[config.mk]
export PLATFORM = sky130hd
export DESIGN_NAME = mult_sched
export DESIGN_NICKNAME = d
export VERILOG_FILES = /design/src/rtl/mult_sched.sv
export SDC_FILE = /design/constraint.sdc
export NUM_CORES = 1
export LEC_CHECK = 0
export ABC_CLOCK_PERIOD_IN_PS = 6400
export BUFFER_PORTS_ARGS = -buffer_cell sky130_fd_sc_hd__buf_2
export CORE_ASPECT_RATIO = 0.8
export CORE_MARGIN = 2
export CORE_UTILIZATION = 54
export CTS_CLUSTER_SIZE = 30
export DETAILED_ROUTE_END_ITERATION = 10
export PLACE_DENSITY = 0.95
export REMOVE_ABC_BUFFERS = 1
export SLEW_MARGIN = 20
export SYNTH_ARGS = -nofsm -noshare
export SYNTH_HDL_FRONTEND = slang
export SYNTH_SLANG_ARGS = --single-unit
export TNS_END_PERCENT = 1
[constraint.sdc]
create_clock -name clk -period 6.4 [get_ports clk]
set_input_delay 0.96 -clock clk [delete_from_list [all_inputs] [get_ports clk]]
set_output_delay 0.96 -clock clk [all_outputs]
set_load 0.005 [all_outputs]
[src/rtl/mult_sched.sv]
// mult_sched: issue scheduler for the register/multiply datapath.
// Accepts rd <- rs1*rs2 commands, drives the register read ports, tracks ops
// through the fixed read+multiply latency and writes results back. A host
// writer shares the write port, and a scoreboard blocks RAW/WAW hazards.
module mult_sched #(
    parameter int unsigned ADDR_W   = 5,
    parameter int unsigned DATA_W   = 32,
    parameter int unsigned RD_LAT   = 1,
    parameter int unsigned MULT_LAT = 2,
    parameter int unsigned CNT_W    = 16
) (
    input  logic                                        clk,
    input  logic                                        rst,
    input  logic                                        cmd_valid,
    output logic                                        cmd_ready,
    input  logic [ADDR_W-1:0]                           cmd_rs1,
    input  logic [ADDR_W-1:0]                           cmd_rs2,
    input  logic [ADDR_W-1:0]                           cmd_rd,
    input  logic                                        host_w_valid,
    output logic                                        host_w_ready,
    input  logic [ADDR_W-1:0]                           host_w_addr,
    input  logic [DATA_W-1:0]                           host_w_data,
    output logic                                        r_valid1,
    output logic                                        r_valid2,
    output logic [ADDR_W-1:0]                           r_addr1,
    output logic [ADDR_W-1:0]                           r_addr2,
    output logic                                        w_valid,
    output logic [ADDR_W-1:0]                           w_addr,
    output logic [DATA_W-1:0]                           w_data,
    input  logic [DATA_W-1:0]                           mult_res,
    input  logic                                        drain_req,
    output logic                                        idle,
    output logic [$clog2(RD_LAT+MULT_LAT+1)-1:0]        inflight,
    output logic [CNT_W-1:0]                            ops_done
);

    localparam int unsigned L    = RD_LAT + MULT_LAT;
    localparam int unsigned IF_W = $clog2(L + 1);
    localparam int unsigned NREG = 1 << ADDR_W;

    typedef enum logic [1:0] {
        ST_RUN   = 2'd0,
        ST_DRAIN = 2'd1,
        ST_HALT  = 2'd2
    } state_t;

    state_t            r_state;
    state_t            w_state_nxt;
    logic [L-1:0]      r_pipe_v;
    logic [ADDR_W-1:0] r_pipe_rd [L];
    logic [NREG-1:0]   r_pending;
    logic [IF_W-1:0]   r_inflight;
    logic [CNT_W-1:0]  r_ops_done;

    logic              w_issue;
    logic              w_wb;
    logic [ADDR_W-1:0] w_wb_rd;
    logic              w_host_grant;
    logic [IF_W-1:0]   w_inflight_nxt;

    // The oldest tracked op reaches writeback when it leaves the last stage
    assign w_wb    = r_pipe_v[L-1];
    assign w_wb_rd = r_pipe_rd[L-1];

    // Issue only from RUN, and only when no source/destination is pending
    assign cmd_ready    = !rst && (r_state == ST_RUN) && !r_pending[cmd_rs1]
                          && !r_pending[cmd_rs2] && !r_pending[cmd_rd];
    assign w_issue      = cmd_valid && cmd_ready;

    // Pipe writeback owns the write port; host waits on busy or pending target
    assign host_w_ready = !rst && !w_wb && !r_pending[host_w_addr];
    assign w_host_grant = host_w_valid && host_w_ready;

    assign idle     = (r_state != ST_DRAIN) && (r_inflight == '0);
    assign inflight = r_inflight;
    assign ops_done = r_ops_done;

    // Read-port drive and write-port mux
    always_comb begin
        r_valid1 = 1'b0;
        r_valid2 = 1'b0;
        r_addr1  = '0;
        r_addr2  = '0;
        w_valid  = 1'b0;
        w_addr   = '0;
        w_data   = '0;
        if (w_issue) begin
            r_valid1 = 1'b1;
            r_valid2 = 1'b1;
            r_addr1  = cmd_rs1;
            r_addr2  = cmd_rs2;
        end
        if (w_wb) begin
            w_valid = 1'b1;
            w_addr  = w_wb_rd;
            w_data  = mult_res;
        end else if (w_host_grant) begin
            w_valid = 1'b1;
            w_addr  = host_w_addr;
            w_data  = host_w_data;
        end
    end

    // In-flight count after this cycle's issue/writeback
    always_comb begin
        w_inflight_nxt = r_inflight;
        if (w_issue && !w_wb) begin
            w_inflight_nxt = r_inflight + IF_W'(1);
        end else if (!w_issue && w_wb) begin
            w_inflight_nxt = r_inflight - IF_W'(1);
        end
    end

    // Drain FSM next state; HALT is entered as soon as the last op retires
    always_comb begin
        w_state_nxt = r_state;
        case (r_state)
            ST_RUN: begin
                if (drain_req) w_state_nxt = ST_DRAIN;
            end
            ST_DRAIN: begin
                if (!drain_req)                 w_state_nxt = ST_RUN;
                else if (w_inflight_nxt == '0)  w_state_nxt = ST_HALT;
            end
            ST_HALT: begin
                if (!drain_req) w_state_nxt = ST_RUN;
            end
            default: w_state_nxt = ST_RUN;
        endcase
    end

    // FSM state register
    always_ff @(posedge clk or posedge rst) begin
        if (rst) r_state <= ST_RUN;
        else     r_state <= w_state_nxt;
    end

    // Latency-tracking pipe of {valid, rd}
    always_ff @(posedge clk or posedge rst) begin
        if (rst) begin
            r_pipe_v <= '0;
            for (int unsigned i = 0; i < L; i++) r_pipe_rd[i] <= '0;
        end else begin
            r_pipe_v     <= {r_pipe_v[L-2:0], w_issue};
            r_pipe_rd[0] <= cmd_rd;
            for (int unsigned i = 1; i < L; i++) r_pipe_rd[i] <= r_pipe_rd[i-1];
        end
    end

    // Scoreboard: set on issue, cleared on writeback
    always_ff @(posedge clk or posedge rst) begin
        if (rst) begin
            r_pending <= '0;
        end else begin
            if (w_wb)    r_pending[w_wb_rd] <= 1'b0;
            if (w_issue) r_pending[cmd_rd]  <= 1'b1;
        end
    end

    // In-flight and completed-op counters
    always_ff @(posedge clk or posedge rst) begin
        if (rst) begin
            r_inflight <= '0;
            r_ops_done <= '0;
        end else begin
            r_inflight <= w_inflight_nxt;
            if (w_wb) r_ops_done <= r_ops_done + CNT_W'(1);
        end
    end

endmodule
* Word level (Yosys, flattened, before mapping)
Cells that the tools add are included.
Storage, ports and cells: output and inout bits 71, word-level logic and storage cells 81, register bits after elaboration 70, bits of input ports 89
Operators by class: add/subtract/negate cells 3, bitwise gates (word level) 3, order comparisons 7, multiplexer cells 30, equal/unequal tests 6, reduce and logical (&&, ||, !) cells 24
Operator list (number):
- $mux 32 | 4
- $and 32x32->32 | 1
- $not 32->32 | 1
- $or 32x32->32 | 1
- $lt 5x6->1 const B | 5
- $bmux 1 s5 | 4
- $mux 5 | 4
- $add 16x1->16 const B | 1
- $logic_and 1x1->1 | 13
- $mux 2 | 6
- $demux 1 s5 | 2
- $ge 5x1->1 const B | 2
- $mux 1 | 9
- $logic_not 1->1 | 7
- $logic_not 2->1 | 3
- $pmux 2 s3 | 1
- $ne 2x2->1 const B | 2
- $ne 3x3->1 const B | 1
- $reduce_and 3->1 | 1
- $add 2x1->2 const B | 1
- $eq 2x1->1 const B | 1
- $eq 2x2->1 const B | 1
- $ne 2x1->1 const B | 1
- $sub 2x1->2 const B | 1

* Longest topological paths before layout
Gate-level depths: netlist of the first run.
word-level depth 15, mapped depth 9

* Worst setup path before layout of the first run
OpenSTA, ideal clock, no wires.
path kind input port to output port, from input port host_w_addr[0], to output port w_data[11], arrival 3.117 ns, setup slack 2.323 ns, cell stages on the path 9, cells stage by stage buf_6 mux4_1 mux4_2 nor2b_4 a2111oi_4 and2_4 buf_12 buf_12 a22o_1
Between the ends: word-level cells in the longest chain between the ends 7
Ends and longest elaborated chain:
- from (decl) | RTL line 21 | input logic [ADDR_W-1:0] host_w_addr,
- $bmux 1 s5 | RTL line 71 | assign host_w_ready = !rst && !w_wb && !r_pending[host_w_addr];
- $mux 1 (not written as such) | RTL line 71
- $logic_not 1->1 | RTL line 71
- $logic_and 1x1->1 | RTL line 71
- via host_w_ready | RTL line 20 | output logic host_w_ready,
- $logic_and 1x1->1 | RTL line 72 | assign w_host_grant = host_w_valid && host_w_ready;
- $mux 32 | RTL line 97 | end else if (w_host_grant) begin
- $mux 32 | RTL line 93 | if (w_wb) begin
- to (decl) | RTL line 29 | output logic [DATA_W-1:0] w_data,
The timed path passes the listed nets, and every way through them passes these cells. The select of a mux whose other input is x is not followed.

* Worst setup path in the final report of the first run
from input port host_w_addr[0], to output port w_data[11]
Between the ends: word-level cells in the longest chain between the ends 7
Ends and longest elaborated chain (RTL line):
- $bmux 1 s5 | 71
- $mux 1 (not written as such) | 71
- $logic_not 1->1 | 71
- $logic_and 1x1->1 | 71
- $logic_and 1x1->1 | 72
- $mux 32 | 97
- $mux 32 | 93
Every way passes these cells. The select of a mux whose other input is x is not followed.

==> metrics.txt, run 1 <==
status=finished, final reports clean; worst reg2reg setup slack=3.32 ns; share of layout cells above drive strength 1=40.7%; clk_lat worst skew=0.34 ns; final max-slew violation count=0; Netlist Area Pre-Place=0.00441 mm²; core utilization of the finished layout=68.6%; share of the synthesized area in the top cell type=39.7%; area of all placed cells without fillers=0.00543 mm²; DPL Wire Length=9910 µm; Pwr per Cell Area=192 mW/mm²; worst slew margin relative to its limit=51.5%; Gate Count Post-Synth=405; largest net degree at the start of global routing=58; worst-path cell with the longest stage delay=sky130_fd_sc_hd__mux4_1; sequential fraction of the synthesis area=39.7%; TritonCTS clock tree=done; path type of the worst min-delay path=reg2reg; register area=0.00175 mm²; endpoint of the worst setup timing path=w_data[11]; die width=105 µm; share of synthesized area spent on multiplexers=17.5%; overall power consumption=1.04 mW; Post-Layout Cell Count=663; Syn-to-layout area delta=23.0%; slew at the pin closest to its max-slew limit=0.727 ns; area of the multi-input gates=0.00248 mm²; count of H-tree levels built during CTS=3; dominant synthesized flop cell=sky130_fd_sc_hd__dfrtp_1; endpoint of the lowest-slack register-to-register path=r_pending[31]; beginning of the critical path=host_w_addr[0]; total core area=0.00791 mm²; global placement routability congestion=0.975; library cell occupying the most area in the post-synthesis netlist=sky130_fd_sc_hd__dfrtp_1; critical path capture point type=output pin; setup slack after layout=1.77 ns; Die Area=0.00891 mm²; Port-buffer cells=159; maximum cell stage delay along the critical path=0.63 ns; routed length per placed instance=19.9 µm; detailed router's first-iteration violation count=518; # setup viols final=0; WP data required=5.44 ns; cell repeated most along the worst path=sky130_fd_sc_hd__buf_2; clk sink count=70; proportion of synthesized flip-flops having asynchronous set or reset=100%; fillcell total=630; number of optimization iterations in the first detailed-route pass=6; CP startpoint kind=input pin; RSZ-0062 raised after global routing=false; post-synthesis xor/xnor area fraction=3.38%; antenna violations before repair=0; remaining antenna violation count after routing=0; drc violations=0; Worst path depth=8; count of nets after finishing=641; gr usage total=30.3%; P_leak=2.41 nW; total of hold buffers inserted after clock tree synthesis=0; launch point of the worst reg-to-reg path=r_pending[7]; CTS buffer count=9; Setup WS pre-CTS=1.83 ns; Post-CTS Repair Setup Buffers=0; via count of the first global-routing pass=3,936; main area contributors after synthesis=sky130_fd_sc_hd__dfrtp_1, sky130_fd_sc_hd__mux4_2, sky130_fd_sc_hd__o21ai_0, sky130_fd_sc_hd__a22o_1, sky130_fd_sc_hd__mux2i_1; number of storage elements in the synthesis netlist=70; number of buffers and inverters on the critical path=2; Avg Vias per Cell=6.35; Max Freq=216 MHz; top-level port count=160; Resized cells post-CTS=0; CTS clk-pin slew, worst paths=0.07 ns; placed insts=647; complex-gate fraction of the synthesized area=19.3%; synthesis warning total=0; kind of critical path=in2out; Routed WL=13,200 µm; Netlist cell types=53; total gr overflow=0; maximum vdd ir drop=0.225 mV; time the worst path needs with I/O delays and setup=4.63 ns; floorplan row count=29; Tcrit/Tclk final=72.4%; simple logic cell fraction of the synthesized area=15.0%; CP max FO=38; category of cells accounting for the largest share of critical-path delay=multiplexers; final-layout setup total negative slack=0 ns; wire length of the first global-routing pass=21,100 µm; Initial Utilization=55.7%; instance area at placement=0.00519 mm²; Inserted Diodes=0; Synth Area in Adders=0.568%; worst path cell trace=buf_2 > mux4_1 > mux4_2 > nor2b_4 > a2111oi_4 > and2_4 > a22o_1 > buf_2; via count of the routed design=4,209; Hold Slack=0.345 ns; skew final=0.00842 ns; count of final hold-check violations=0; maximum capacitance violations=0; Die Span Y=84.8 µm; number of enable-type register cells in the synthesized netlist=0; endpoint arrival time on the critical path=3.67 ns; R2R cell count=6; Avg Synthesized Cell Area=10.9 µm²; maximum count of clock buffers along a single path=2; dominant combinational cell family by area after synthesis=compound AO/OA/AOI/OAI gates; clock root buffer=sky130_fd_sc_hd__clkbuf_8
cell usage in the layout, fill, tap and decap left out, types with 2 or more instances in the layout:
cell type	netlist	final
sky130_fd_sc_hd__nor2b_1	4	4
sky130_fd_sc_hd__mux2i_1	19	19
sky130_fd_sc_hd__a22o_1	22	22
sky130_fd_sc_hd__dfrtp_1	70	70
sky130_fd_sc_hd__o211ai_1	4	4
sky130_fd_sc_hd__nor2_1	9	9
sky130_fd_sc_hd__nand2b_1	8	8
sky130_fd_sc_hd__bufinv_16	0	2
sky130_fd_sc_hd__o2111ai_1	3	3
sky130_fd_sc_hd__clkinv_4	0	2
sky130_fd_sc_hd__mux4_2	19	19
sky130_fd_sc_hd__xor2_1	3	3
sky130_fd_sc_hd__or3b_2	6	6
sky130_fd_sc_hd__xnor2_1	14	14
sky130_fd_sc_hd__o21ai_0	63	63
sky130_fd_sc_hd__mux2_2	2	2
sky130_fd_sc_hd__mux4_1	5	5
sky130_fd_sc_hd__clkbuf_8	0	9
sky130_fd_sc_hd__or2_2	2	2
sky130_fd_sc_hd__and2_1	12	12
sky130_fd_sc_hd__nand4_1	9	9
sky130_fd_sc_hd__a211oi_1	2	2
sky130_fd_sc_hd__or3_1	2	2
sky130_fd_sc_hd__nand3_1	17	17
sky130_fd_sc_hd__and3_1	3	3
sky130_fd_sc_hd__inv_1	8	7
sky130_fd_sc_hd__buf_4	2	2
sky130_fd_sc_hd__nand3b_1	10	10
sky130_fd_sc_hd__ha_1	2	2
sky130_fd_sc_hd__nor3_1	3	3
sky130_fd_sc_hd__a22o_2	15	15
sky130_fd_sc_hd__a21oi_1	4	4
sky130_fd_sc_hd__nand2_1	20	20
sky130_fd_sc_hd__buf_2	1	159
power breakdown:
| part | internal [mW] | total, mW | switching (mW) |
|---|---|---|---|
| combinational | 0.0806 | 0.168 | 0.0872 |
| clock | 0.222 | 0.387 | 0.165 |
| sequential | 0.462 | 0.490 | 0.0276 |
| total | 0.765 | 1.04 | 0.280 |
final cells by class:
cell class	count	area share, %
multi-input combinational	300	45.6
sequential	70	32.3
timing repair buffer	161	14.9
tap	108	2.49
clock buffer	10	2.35
clock inverter	6	1.73
inverter	8	0.554
synthesized netlist by cell type (all sizes together) (5+ instances only):
master  number
dfrtp       70
o21ai       64
a22o        37
mux4        24
nand2       20
mux2i       19
nand3       17
clkbuf      16
xnor2       14
and2        13
buf         11
nand3b      10
nand4        9
nor2         9
inv          8
nand2b       8
or3b         6
nor2b        5
logic make-up after synthesis:
kind of cell	after synthesis
simple gates	112
fa+ha+maj	2
flops	70
compound gates	124
xor+xnor	17
buf+inv	35
mux	45
layer usage:
metal  vias up  track usage, %  routed length (µm)
met5         -               0                   0
met4         0            9.58                 272
met3        36            7.76                1580
met2       304            44.3                5820
met1      2028            44.9                5520
li1       1841               -                   -
sequential cells by signal (all words and copies together) (netlist names):
name,flops
r_pending,32
ops_done,16
r_pipe_rd,10
w_wb_rd,5
r_pipe_v,3
inflight,2
r_state,2
how the worst min path moves through the flow:
stage	startpoint	to	slack, ns	cells past startpoint
2_1_floorplan	r_pipe_rd[10]	r_pipe_rd[5]	0.33	0
3_3_place_gp	r_pipe_rd[5]	w_wb_rd[0]	0.33	0
3_5_place_dp	r_pipe_rd[6]	w_wb_rd[1]	0.33	0
4_1_cts	r_pipe_rd[6]	w_wb_rd[1]	0.35	0
5_1_grt	r_pipe_rd[11]	r_pipe_rd[6]	0.36	0
6_report	r_pipe_rd[6]	w_wb_rd[1]	0.34	0
No activity file was read; power rests on OpenSTA's default activity.
==> run 2, diff against run 1 <==
Settings changed: ABC_AREA set to 1, ABC_CLOCK_PERIOD_IN_PS 6400 to 4650, CORE_UTILIZATION 54 to 52, PLACE_DENSITY 0.95 to 0.91.
Clock period 6.4 ns to 4.65 ns, I/O delays scaled along.
==> run 2 against run 1 <==
Against the previous run: sequential cell count stayed put; die area increased by 12%; first-iteration DRC count increased by 59%; total power increased by 69%; combinational power grew 120%; synthesized area up 8.7%; wire length grew 25%; largest cell class unchanged; sequential share of layout area decreased by 2.7 points; global-route usage is 2.5 points higher; register-to-register slack worse by 1.3 ns; via count rose by 32%; utilization down 2.9 points.
==> metrics.txt, run 2 <==
CTS buffer count=9; Routed WL=16,500 µm; Resized cells post-CTS=0; Netlist cell types=36; status=finished, final reports clean; DPL Wire Length=12,200 µm; power share of the sequential group=39.8%; Tcrit/Tclk final=81.6%; main area contributors after synthesis=sky130_fd_sc_hd__dfrtp_1, sky130_fd_sc_hd__nand2_1, sky130_fd_sc_hd__nand3_1, sky130_fd_sc_hd__o21ai_0, sky130_fd_sc_hd__a32o_1; number of buffers and inverters on the critical path=3; proportion of synthesized flip-flops having asynchronous set or reset=100%; top register by number of flip-flops=r_pending; Avg Vias per Cell=5.83; Die Area=0.0100 mm²; clock root buffer=sky130_fd_sc_hd__clkbuf_16; via count of the routed design=5,564; largest net degree at the start of global routing=46; TritonCTS clock tree=done; wire length of the first global-routing pass=26,400 µm; internal power=1.21 mW; count of H-tree levels built during CTS=3; worst reg2reg setup slack=2.05 ns; maximum capacitance violations=0; clk sink count=70; number of flip-flops in the largest register=32; net switching fraction of the power=31.1%; routed length per placed instance=17.3 µm; floorplan row count=31; antenna violations before repair=1; share of the synthesized area in the top cell type=36.6%; # setup viols final=0; number of optimization iterations in the first detailed-route pass=5; sequential fraction of the synthesis area=36.6%; maximum count of clock buffers along a single path=2; Syn-to-layout area delta=23.4%; RSZ-0062 raised after global routing=false; synthesis warning total=0; drc violations=0; maximum vdd ir drop=0.231 mV; remaining antenna violation count after routing=0; WP data required=3.95 ns; endpoint of the lowest-slack register-to-register path=r_state[0]; Die Span Y=89.9 µm; Netlist Area Pre-Place=0.00479 mm²; slew at the pin closest to its max-slew limit=0.838 ns; Pwr per Cell Area=298 mW/mm²; R2R cell count=16; share of layout cells above drive strength 1=24.0%; maximum cell stage delay along the critical path=0.68 ns; number of storage elements in the synthesis netlist=70; skew final=0.00868 ns; total gr overflow=0; launch point of the worst reg-to-reg path=r_pending[24]; share of power burned in the clock network=39.0%; dominant synthesized flop cell=sky130_fd_sc_hd__dfrtp_1; final max-slew violation count=0; count of final hold-check violations=0; Port-buffer cells=159; detailed router's first-iteration violation count=822; sw power=0.547 mW; path type of the worst min-delay path=in2async; cell repeated most along the worst path=sky130_fd_sc_hd__nand3_1; logic gate share of total power=21.2%; number of enable-type register cells in the synthesized netlist=0; final-layout setup total negative slack=0 ns; endpoint arrival time on the critical path=3.10 ns; P_leak=3.22 nW; most used standard cell by instance count after synthesis=sky130_fd_sc_hd__nand2_1; total of hold buffers inserted after clock tree synthesis=0; Max Freq=264 MHz; Post-CTS Repair Setup Buffers=0; worst slew margin relative to its limit=44.1%; category of cells accounting for the largest share of critical-path delay=compound AO/OA/AOI/OAI gates; total core area=0.00900 mm²; Initial Utilization=53.2%; gr usage total=32.9%; CP startpoint kind=input pin; most frequent standard cell in the layout excluding fill and tap cells=sky130_fd_sc_hd__nand2_1; clk_lat worst skew=0.33 ns; Hold Slack=0.305 ns; worst-path cell with the longest stage delay=sky130_fd_sc_hd__a21oi_2; count of nets after finishing=924; Gate Count Post-Synth=686; kind of critical path=in2out; time the worst path needs with I/O delays and setup=3.80 ns; library cell occupying the most area in the post-synthesis netlist=sky130_fd_sc_hd__dfrtp_1; Avg Synthesized Cell Area=6.98 µm²; CP max FO=27; most used standard cells in the synthesized netlist=sky130_fd_sc_hd__nand2_1, sky130_fd_sc_hd__nand3_1, sky130_fd_sc_hd__o21ai_0; highest-count cells in the layout ignoring fill and taps=sky130_fd_sc_hd__nand2_1, sky130_fd_sc_hd__buf_2, sky130_fd_sc_hd__nand3_1; via count of the first global-routing pass=5,104; die width=111 µm; CTS clk-pin slew, worst paths=0.06 ns; top-level port count=160; global placement routability congestion=0.994; critical path capture point type=output pin; worst path cell trace=buf_2 > inv_1 > o21ai_0 > nand3_1 > nand3_1 > nand3_1 > a21oi_2 > nand2_1 > o22ai_1 > buf_2
run 2: cell types whose count changed after synthesis, moves of 19 or more:
cell / change
sky130_fd_sc_hd__a22o_1: -22
sky130_fd_sc_hd__a32o_1: +32
sky130_fd_sc_hd__mux2i_1: -19
sky130_fd_sc_hd__nand3_1: +61
sky130_fd_sc_hd__nor2_1: +28
sky130_fd_sc_hd__mux4_2: -19
sky130_fd_sc_hd__nand2_1: +179
sky130_fd_sc_hd__inv_1: +63
run 2: worst max path at each step:
stage | from | end | slack, ns | cells after the start
CTS | host_w_addr[0] | w_addr[3] | 0.90 | 10
finish | host_w_addr[0] | w_addr[3] | 0.85 | 10
floorplan | rst | w_addr[0] | 0.32 | 5
global placement | host_w_addr[0] | w_addr[0] | 0.95 | 10
detailed placement | host_w_addr[0] | w_addr[4] | 0.91 | 10
global route | host_w_addr[0] | w_addr[2] | 0.53 | 10
run 2: layout make-up:
| cell class | count | area (µm²) |
|---|---|---|
| inverter | 76 | 290 |
| clock inverter | 6 | 70.1 |
| antenna | 1 | 2.50 |
| sequential | 70 | 1750 |
| fill | 783 | 3090 |
| multi-input combinational | 507 | 2550 |
| timing repair buffer | 169 | 871 |
| tap | 115 | 144 |
| clock buffer | 10 | 229 |
run 2: kinds of logic after synthesis:
logic type                 after synthesis  synth area share, %
AOI/OAI and AO/OA                      150                 19.7
xor gates and xnor gates                12                 2.19
adders and majority gates                2                0.522
buffers and inverters                  109                 10.1
DFF                                     70                 36.6
and+or+nand+nor                        343                 30.8
run 2: power groups by stage:
| stage | clock network, mW | registers (mW) | logic, mW |
|---|---|---|---|
| after floorplan | 0 | 0.695 | 0.201 |
| after global placement | 0 | 0.702 | 0.354 |
| after detailed placement | 0 | 0.706 | 0.361 |
| after CTS | 0.689 | 0.696 | 0.366 |
| after global routing | 0.724 | 0.703 | 0.416 |
| final | 0.687 | 0.700 | 0.374 |
run 2: layer usage:
metal	vias to the layer above	global-route usage [%]	part of all wire, %
met5	-	0	0
met4	0	14.2	3.1
met3	50	9.58	13
met2	384	49.6	44
met1	2537	44.2	39
li1	2593	-	-
run 2: worst reg2reg max path, cell delays in order, from the launching register on:
cell	delay (ns)
sky130_fd_sc_hd__dfrtp_1	0.45
sky130_fd_sc_hd__inv_1	0.16
sky130_fd_sc_hd__o21ai_1	0.09
sky130_fd_sc_hd__nand2_1	0.12
sky130_fd_sc_hd__nand2_1	0.07
sky130_fd_sc_hd__nand2_1	0.09
sky130_fd_sc_hd__nand2_1	0.07
sky130_fd_sc_hd__nor2_2	0.12
sky130_fd_sc_hd__nand3_2	0.11
sky130_fd_sc_hd__nor2_4	0.15
sky130_fd_sc_hd__nand3_4	0.40
sky130_fd_sc_hd__nand3b_2	0.21
sky130_fd_sc_hd__nand2_1	0.08
sky130_fd_sc_hd__nor2_2	0.17
sky130_fd_sc_hd__nand3_1	0.09
sky130_fd_sc_hd__nand2_1	0.07
sky130_fd_sc_hd__inv_1	0.03
run 2: stage by stage:
| step | util [%] | setup slack, ns | instances | total power, mW | area [µm²] |
|---|---|---|---|---|---|
| floorplan | - | 0.322 | 653 | 0.896 | 4600 |
| global placement | 62.3 | 0.947 | 937 | 1.06 | 5610 |
| detailed placement | 62.3 | 0.909 | 937 | 1.07 | 5610 |
| CTS | 65.7 | 0.901 | 953 | 1.75 | 5910 |
| global route | 65.7 | 0.525 | 954 | 1.84 | 5910 |
| finish | 65.7 | 0.855 | 954 | 1.76 | 5910 |
==> run 3, diff against run 2 <==
Settings changed: ABC_CLOCK_PERIOD_IN_PS 4650 to 3050, CORE_UTILIZATION 52 to 47, PLACE_DENSITY 0.91 to 0.87.
Clock period 4.65 ns to 3.05 ns, I/O delays scaled along.
==> run 3 against run 2 <==
Against the previous run: utilization is 4.9 points lower; sequential share of layout area is 0.15 points lower; cell area up 0.51%; combinational power increased by 49%; via count rose by 0.84%; first-iteration DRC count grew 15%; clock power rose by 38%; count of clock-buffer cells in the layout did not move; global-route usage shrank 2.2 points; clock skew fell by 0.00071 ns; critical path type unchanged; critical endpoint is now w_data[1].
==> metrics.txt, run 3 (synthesis gave the netlist of run 2 again) <==
drc violations=0; Tcrit/Tclk final=90.8%; area of all placed cells without fillers=0.00594 mm²; Avg Vias per Cell=5.73; via count of the first global-routing pass=4,937; endpoint arrival time on the critical path=2.31 ns; top register by number of flip-flops=r_pending; beginning of the critical path=host_w_addr[0]; RSZ-0062 raised after global routing=false; Syn-to-layout area delta=24.0%; via count of the routed design=5,611; count of nets after finishing=927; P_leak=3.23 nW; final max-slew violation count=0; WP data required=2.59 ns; worst slew margin relative to its limit=64.1%; largest net degree at the start of global routing=43; launch point of the worst reg-to-reg path=r_pending[22]; CP startpoint kind=input pin; Die Span Y=94.3 µm; total of hold buffers inserted after clock tree synthesis=0; logic gate share of total power=21.6%; remaining antenna violation count after routing=0; worst-path cell with the longest stage delay=sky130_fd_sc_hd__buf_2; status=finished, final reports clean; clock root buffer=sky130_fd_sc_hd__clkbuf_16; total gr overflow=0; TritonCTS clock tree=done; Max Freq=361 MHz; floorplan row count=32; maximum capacitance violations=0; Routed WL=16,800 µm; Pwr per Cell Area=433 mW/mm²; kind of critical path=in2out; power share of the sequential group=41.4%; path type of the worst min-delay path=in2async; most frequent standard cell in the layout excluding fill and tap cells=sky130_fd_sc_hd__nand2_1; top-level port count=160; global placement routability congestion=0.987; share of power burned in the clock network=36.9%; gr usage total=30.7%; CP max FO=33; Post-CTS Repair Setup Buffers=0; clk sink count=70; worst path cell trace=buf_2 > inv_1 > o21ai_0 > nand3_1 > nand3_1 > nand3_1 > a21oi_2 > buf_4 > a32o_1 > buf_2; instance area at placement=0.00566 mm²; count of final hold-check violations=0; cell repeated most along the worst path=sky130_fd_sc_hd__nand3_1; maximum vdd ir drop=0.288 mV; maximum cell stage delay along the critical path=0.35 ns; routed length per placed instance=17.2 µm; number of optimization iterations in the first detailed-route pass=6; total core area=0.00977 mm²; CTS clk-pin slew, worst paths=0.05 ns; Initial Utilization=49.0%; clk_lat worst skew=0.33 ns; number of flip-flops in the largest register=32; detailed router's first-iteration violation count=942; core utilization of the finished layout=60.8%; net switching fraction of the power=31.4%; sw power=0.808 mW; CTS buffer count=9; antenna violations before repair=3; critical path capture point type=output pin; Resized cells post-CTS=0; die width=117 µm; Port-buffer cells=159; register area=0.00175 mm²; internal power=1.77 mW; time the worst path needs with I/O delays and setup=2.77 ns; count of H-tree levels built during CTS=3; wire length of the first global-routing pass=25,700 µm; # setup viols final=0; slew at the pin closest to its max-slew limit=0.538 ns; highest-count cells in the layout ignoring fill and taps=sky130_fd_sc_hd__nand2_1, sky130_fd_sc_hd__buf_2, sky130_fd_sc_hd__nand3_1; area of the multi-input gates=0.00255 mm²; number of buffers and inverters on the critical path=4; DPL Wire Length=12,800 µm; category of cells accounting for the largest share of critical-path delay=buffers and inverters; share of layout cells above drive strength 1=24.3%; Die Area=0.0110 mm²; skew final=0.00797 ns; maximum count of clock buffers along a single path=2; fillcell total=905
[run 3: changes by cell type in the layout (fill, tap and decap cells not counted)]
| cell | delta |
|---|---|
| sky130_fd_sc_hd__buf_4 | +3 |
| sky130_fd_sc_hd__diode_2 | +2 |
| sky130_fd_sc_hd__bufinv_16 | -1 |
| sky130_fd_sc_hd__clkinv_4 | +1 |
| sky130_fd_sc_hd__clkinvlp_4 | -1 |
| sky130_fd_sc_hd__clkinv_2 | +1 |
[run 3: path summary, 6_finish.rpt]
| check | to | slack, ns | cells past startpoint |
|---|---|---|---|
| worst max-delay path | w_data[1] | 0.28 | 10 |
| worst min-delay path | r_pipe_rd[13] | 0.07 | 2 |
| worst max register to register | r_state[0] | 0.88 | 16 |
| worst min register to register | r_pipe_rd[6] | 0.35 | 0 |
| max in group asynchronous | r_pending[22] | 2.27 | 3 |
| min in group clk | r_pipe_rd[13] | 0.29 | 1 |
[run 3: per-layer routing]
metal	global-route usage (%)	routed length, µm	vias to the layer above	part of all wire [%]
li1	-	-	2600	-
met1	41.3	6510	2584	39
met2	45.0	7450	377	44
met3	9.94	2340	50	14
met4	13.8	521	0	3.1
met5	0	0	-	0
[run 3: worst register-to-register path, cell delays in order (launching register included)]
cell and delay (ns):
sky130_fd_sc_hd__dfrtp_1 0.42, sky130_fd_sc_hd__inv_1 0.15, sky130_fd_sc_hd__o21ai_0 0.11, sky130_fd_sc_hd__nand2_1 0.08, sky130_fd_sc_hd__nand3_1 0.09, sky130_fd_sc_hd__nand3_1 0.10
sky130_fd_sc_hd__nand2_1 0.05, sky130_fd_sc_hd__nand2_1 0.08, sky130_fd_sc_hd__nand2_1 0.07, sky130_fd_sc_hd__inv_1 0.13, sky130_fd_sc_hd__nand3_4 0.22, sky130_fd_sc_hd__nand3b_2 0.14
sky130_fd_sc_hd__nand2_1 0.08, sky130_fd_sc_hd__nor2_2 0.16, sky130_fd_sc_hd__nand3_1 0.09, sky130_fd_sc_hd__nand2_1 0.07, sky130_fd_sc_hd__inv_1 0.03
[run 3: final cells by class]
cell class / instances / area share [%]
Clock buffer: 10 / 3.85
Inverter: 76 / 4.89
Timing Repair Buffer: 172 / 15.0
Antenna cell: 3 / 0.126
Sequential cell: 70 / 29.5
Tap cell: 136 / 2.86
Clock inverter: 6 / 0.779
Multi-Input combinational cell: 507 / 43.0
[run 3: stage by stage]
step	std cells	TNS [ns]	worst slack, ns	hold WS (ns)	total power [mW]
3_3_place_gp	961	0	0.380	0.331	1.61
6_report	980	0	0.280	0.0720	2.57
2_1_floorplan	653	-34.82	-0.798	0.331	1.37
5_1_grt	980	0	0.0363	0.0856	2.71
4_1_cts	977	0	0.328	0.0678	2.57
3_5_place_dp	961	0	0.329	0.337	1.62
[run 3: power groups by stage]
stage | logic, mW | clock network (mW) | registers (mW)
floorplan | 0.306 | 0 | 1.06
global placement | 0.538 | 0 | 1.08
detailed placement | 0.545 | 0 | 1.08
CTS | 0.550 | 0.959 | 1.06
global route | 0.627 | 1.01 | 1.07
finish | 0.557 | 0.950 | 1.07
